==> src/rtl/arm_pipe_chain.sv <==
// Elastic DEPTH-stage pipeline register chain with ready/valid backpressure,
// bubble collapsing and leading-stage flush. Option: ARM_PIPE_CHAIN_ZERO_BUBBLE_EN.
module arm_pipe_chain #(
  parameter int WIDTH        = 32,
  parameter int DEPTH        = 4,
  parameter int FLUSH_STAGES = 2
) (
  input  logic                       clk,
  input  logic                       rst,
  input  logic                       in_valid,
  output logic                       in_ready,
  input  logic [WIDTH-1:0]           in_data,
  output logic                       out_valid,
  input  logic                       out_ready,
  output logic [WIDTH-1:0]           out_data,
  input  logic                       flush,
  output logic [$clog2(DEPTH+1)-1:0] occupancy
);

  localparam int OW = $clog2(DEPTH + 1);

  logic [DEPTH-1:0] v_reg;
  logic [DEPTH-1:0] v_next;
  logic [WIDTH-1:0] d_reg  [DEPTH];
  logic [WIDTH-1:0] d_next [DEPTH];
  logic [DEPTH:0]   adv;

  assign adv[DEPTH] = out_ready;
  assign in_ready   = !flush && adv[0];
  assign out_valid  = v_reg[DEPTH-1];
  assign out_data   = d_reg[DEPTH-1];

  genvar gi;
  generate
    for (gi = 0; gi < DEPTH; gi++) begin : g_stage
      logic             src_v;
      logic [WIDTH-1:0] src_d;
      logic             kill;
      logic             cut;

      // A stage may load whenever it is empty or its word moves on.
      assign adv[gi] = !v_reg[gi] || adv[gi+1];

      if (gi == 0) begin : g_src_in
        assign src_v = in_valid && in_ready;
        assign src_d = in_data;
      end else begin : g_src_prev
        assign src_v = v_reg[gi-1];
        assign src_d = d_reg[gi-1];
      end

      if (gi < FLUSH_STAGES) begin : g_kill
        assign kill = flush;
      end else begin : g_nokill
        assign kill = 1'b0;
      end

      // The first surviving stage must not pick up a word that is being killed.
      if (gi == FLUSH_STAGES) begin : g_cut
        assign cut = flush;
      end else begin : g_nocut
        assign cut = 1'b0;
      end

      assign v_next[gi] = kill ? 1'b0 :
                          adv[gi] ? (src_v && !cut) : v_reg[gi];

`ifdef ARM_PIPE_CHAIN_ZERO_BUBBLE_EN
      assign d_next[gi] = !v_next[gi] ? '0 :
                          adv[gi] ? src_d : d_reg[gi];
`else
      assign d_next[gi] = adv[gi] ? src_d : d_reg[gi];
`endif
    end
  endgenerate

  always_ff @(posedge clk or posedge rst) begin
    if (rst) begin
      v_reg <= '0;
      for (int i = 0; i < DEPTH; i++) begin
        d_reg[i] <= '0;
      end
    end else begin
      v_reg <= v_next;
      for (int i = 0; i < DEPTH; i++) begin
        d_reg[i] <= d_next[i];
      end
    end
  end

  always_comb begin
    occupancy = '0;
    for (int i = 0; i < DEPTH; i++) begin
      occupancy = occupancy + OW'(v_reg[i]);
    end
  end

endmodule

==> config.mk <==
export PLATFORM = sky130hd
export DESIGN_NAME = arm_pipe_chain
export DESIGN_NICKNAME = d
export VERILOG_FILES = /design/src/rtl/arm_pipe_chain.sv
export SDC_FILE = /design/constraint.sdc
export NUM_CORES = 1
export LEC_CHECK = 0
export BUFFER_PORTS_ARGS = -buffer_cell sky130_fd_sc_hd__buf_2
export CAP_MARGIN = 10
export CORE_AREA = 2 2 144 118
export CTS_BUF_LIST = sky130_fd_sc_hd__clkbuf_4 sky130_fd_sc_hd__clkbuf_8
export CTS_CLUSTER_DIAMETER = 120
export DETAILED_ROUTE_END_ITERATION = 12
export DIE_AREA = 0 0 146 120
export GPL_TIMING_DRIVEN = 0
export HOLD_SLACK_MARGIN = 0.02
export PLACE_DENSITY_LB_ADDON = 0.15
export SYNTH_ARGS = -nofsm -noshare
export SYNTH_HDL_FRONTEND = slang
export SYNTH_SLANG_ARGS = --single-unit
export TNS_END_PERCENT = 30
==> constraint.sdc <==
create_clock -name clk -period 4.2 [get_ports clk]
set_input_delay 0.21 -clock clk [delete_from_list [all_inputs] [get_ports clk]]
set_output_delay 0.21 -clock clk [all_outputs]
set_load 0.01 [all_outputs]
== Word level (Yosys, flattened, before mapping) ==
Index checks and enable logic that the tools add are counted.

* Output and inout port bits: 37
* Word-level logic and storage cells: 29
* Bits in registers: 132
* Input bits: 37

* $add $sub $neg: 3
* Reductions and logical operators: 14
* Mux-type cells: 4

{| class="wikitable"
|+ Operators by type and width
! kind !! count
|-
| $add 3x1->3 || 2
|-
| $logic_not 1->1 || 5
|-
| $logic_or 1x1->1 || 4
|-
| $mux 1 || 4
|-
| $reduce_bool 2->1 || 2
|-
| $logic_and 1x1->1 || 3
|-
| $add 1x1->2 || 1
|}

== Depth between registers and ports, before layout ==
* Depth after elaboration: 9
* Mapped depth: 5
* Mapped depth without buffers: 3

== Least setup slack after synthesis ==
Ideal clock, no wire load.

* Kind: flip-flop to flip-flop
* From: reg v_reg[3]
* To: reg d_reg (netlist bit g_stage[3].src_d[10])
* Clock period less this slack: 1588 ps
* Buffers on the path: 2
* Cell stages (with the launch flop): 6
* Arrival time: 1463 ps
* Required time: 4075 ps
* Library setup time: 125 ps
* Setup slack: 2612 ps
* Cells stage by stage: dfrtp_1 nor2b_1 buf_2 nand2_1 buf_2 mux2_2

* Longest elaborated chain between the ends: 3

{| class="wikitable"
|+ RTL lines
! what !! line !! text
|-
| start, declared || 22 || <nowiki>logic [DEPTH-1:0] v_reg;</nowiki>
|-
| start signal, assigned || 84 || <nowiki>v_reg <= v_next;</nowiki>
|-
| $logic_not 1->1 || 42 || <nowiki>assign adv[gi] = !v_reg[gi] || adv[gi+1];</nowiki>
|-
| $logic_or 1x1->1 (2 in series) || 42 ||
|-
| end signal, assigned by index || 86 || <nowiki>d_reg[i] <= d_next[i];</nowiki>
|-
| end, declared || 24 || <nowiki>logic [WIDTH-1:0] d_reg [DEPTH];</nowiki>
|}

Every way passes these cells.
A chain may end at the register's enable or synchronous reset.

== Worst setup path after layout ==
* From: reg v_reg[3]
* To: out in_ready

* Longest elaborated chain between the ends: 6

{| class="wikitable"
|+ RTL lines
! what !! line !! text
|-
| $logic_not 1->1 || 42 ||
|-
| $logic_or 1x1->1 (4 in series) || 42 ||
|-
| $logic_and 1x1->1 || 29 || <nowiki>assign in_ready = !flush && adv[0];</nowiki>
|-
| end, declared || 11 || <nowiki>output logic in_ready,</nowiki>
|}

Every way passes these cells.

==> out/qor.csv <==
metric;value;unit
top-area cell type share of the netlist area;65.2;%
Multi-input gate area;0.00166;sq mm
Post-synth EDFFs;0;
total core area;0.0162;sq mm
commonest cells in the synthesized netlist;132 x dfrtp_1, 100 x mux2_2, 28 x mux2_4;
fin crit share;53.5;%
sequential share of power;48.7;%
Synth async-reset ratio;100;%
antenna cells;0;
GR Util met2;17.7;%
clk_skew;12.2;ps
Arr. time, crit path;2040;ps
Slew HR;52.7;%
gr usage total;11.6;%
Compound-Gate Fraction of Synth Area;0.297;%
multiplexer share of the synthesized area;30.5;%
Filler cells;1550;
Skew-Pair Late Insertion Delay;440;ps
cells after synthesis;290;
Clock transition at path regs;70;ps
Synth Area in Simple Gates;1.04;%
leading area contributor after synthesis;dfrtp_1;
Primary FF master, synth;dfrtp_1;
Clk pwr share;44.1;%
CTS Root Cell;clkbuf_8;
vias in the first global route;2993;
CTS sink count;132;
Mapped Nets;330;
Worst EP required;3990;ps
postcts setup bufs;0;
WL/cell;14.3;um
GR Util met1;14.7;%
cell-internal power;2.26;mW
busiest layer in global routing;met2;
met3 usage;4.68;%
status;finished clean;
IO buf count;73;
Routability Congestion;0.694;
Synth Area in Adders;0.890;%
Final HPWL DP;6.07;mm
maxcap violations;0;
initial antenna violation count;0;
H-tree depth;4;
Worst Tran Pin Value;709;ps
Initial Utilization;31.3;%
Layout Nets;458;
Design Power;2.85;mW
die width;146;um
Post-Syn Area per Cell;17.5;sq um
first-pass GRT wire length;15.3;mm
Pwr Density;433;mW/mm^2
Routed WL;9.33;mm
final setup fails;0;
Final Util;40.6;%
Peak VDD IR;0.203;mV
most frequent CP cell;buf_2;
Final Slew Violations;0;
Finished Cell Area;0.00657;sq mm
Rows;42;
largest net degree at the start of global routing;81;
DR DRC count;0;
CP Cell Sequence;nand4b_4, or2_1, buf_2, buf_6, nor2b_1, buf_2;
GRT overflow;0;
XOR/XNOR share of the synthesized area;0;%
largest family of logic cells by synthesized area;multiplexers;
Ports;74;
final antenna-violating net count;0;
Fin. Hold Viols;0;
CP bufs+invs;3;
post-synth cell types;16;
CTS tree;done;
Leakage;3.06;nW
Comb power frac;7.2;%
CP delay by family, top;simple AND/OR/NAND/NOR gates;
Vias/cell;4.20;
WS Path Type;reg -> out;
critical path startpoint category;register;
switch share;20.7;%
yosys warns;0;
placed instance area;0.00574;sq mm
synthesized area;0.00506;sq mm
CP max FO;10;
Period minus WS final;2250;ps
FF+latch area;0.00330;sq mm
most frequent cell after synthesis;dfrtp_1;
sequential area share after synthesis;65.2;%
routed vias;2729;
die area;0.0175;sq mm
share of cells above drive strength 1;57.4;%
Worst path max stage delay;460;ps
maximum clock insertion buffer count;2;
max FFs per register;96;
RSZ-0062 raised after global routing;false;
First DRT Iteration DRCs;80;
DRT Pass-1 Iters;4;
Area contributors post-synth;dfrtp_1 65%, mux2_2 22%, mux2_4 8.3%;
die height;120;um
#FFs+latches synth;132;
Post-CTS Hold Fix Bufs;35;
NetSw;0.588;mW
Synth-to-Final Area Change;29.7;%
Crit. End Element;primary output;
Worst Hold Class;in -> reg;
slowest stage cell, crit path;dfrtp_1;
Fmax;445;MHz
CTS Buf Count;17;
post_cts resized;0;
[power by group through the flow]
stage          clock [mW]  combinational (mW)  sequential (mW)
6_report             1.25               0.206             1.39
5_1_grt              1.36               0.228             1.39
4_1_cts              1.30               0.212             1.39
3_5_place_dp            0               0.187             1.41
3_3_place_gp            0               0.179             1.41
2_1_floorplan           0               0.106             1.41
[final timing paths]
kind	from	end	slack (ps)	cells after the start
max in group asynchronous	rst	g_stage[2].src_d[24]$_DFFE_PP0P_	3060	4
max reg2reg	v_reg[3]$_DFFE_PP0P_	g_stage[3].src_d[13]$_DFFE_PP0P_	2310	5
min reg2reg	out_data[31]$_DFFE_PP0P_	out_data[31]$_DFFE_PP0P_	500	1
min in group asynchronous	rst	g_stage[1].src_d[12]$_DFFE_PP0N_	380	3
max	v_reg[3]$_DFFE_PP0P_	in_ready	1950	6
min	out_ready	g_stage[2].src_d[25]$_DFFE_PP0P_	260	3
[per-layer routing]
metal / wire length, um / up-vias
li1: - / 1276
met1: 4470 / 1395
met2: 4290 / 48
met3: 422 / 10
met4: 145 / 0
met5: 0 / -
[cell type report]
cell class / count / share of cell area, %
Sequential cell: 132 / 50.3
Multi-Input combinational cell: 140 / 25.3
Timing Repair Buffer: 109 / 11.3
Clock buffer: 23 / 4.73
Tap cell: 220 / 4.19
Clock inverter: 8 / 2.59
Buffer: 14 / 1.30
Inverter: 4 / 0.305
[logic make-up (layout without fill, tap and decap cells)]
family                     Yosys count  after routing
muxes                              128            128
DFF                                132            132
and+or+nand+nor                      6              6
buffers and inverters               18            158
adders and majority gates            3              3
AOI/OAI and AO/OA                    3              3
[worst min-delay path, delay by kind of cell]
kind,cells,cell delay [ps]
muxes,1,170
buffers and inverters,1,90
and+or+nand+nor,1,190
[cells in the final DEF, fill, tap and decap left out]
cell type	synthesis	routed
a21oi_1	2	2
or2_1	1	1
or2_2	1	1
dlygate4sd3_1	0	35
inv_1	4	3
buf_6	3	3
clkbuf_8	0	22
ha_1	2	2
nand2_1	1	1
dfrtp_1	132	132
buf_1	3	3
clkbuf_4	0	1
clkinv_2	0	1
nand4b_4	1	1
o21ai_0	1	1
inv_6	0	1
bufinv_16	0	5
buf_16	0	1
nor2b_1	2	2
mux2_4	28	28
fa_1	1	1
clkinvlp_4	0	2
mux2_2	100	100
buf_2	8	81
[through the flow]
step / worst slack [ps] / hold slack (ps) / setup TNS (ps) / cells
6_report: 1950 / 262 / 0 / 650
5_1_grt: 1800 / 232 / 0 / 650
4_1_cts: 1870 / 230 / 0 / 650
3_5_place_dp: 2270 / 292 / 0 / 584
3_3_place_gp: -1060 / 412 / -138040 / 583
2_1_floorplan: 464 / 273 / 0 / 290
No activity file was read; power rests on OpenSTA's default activity.
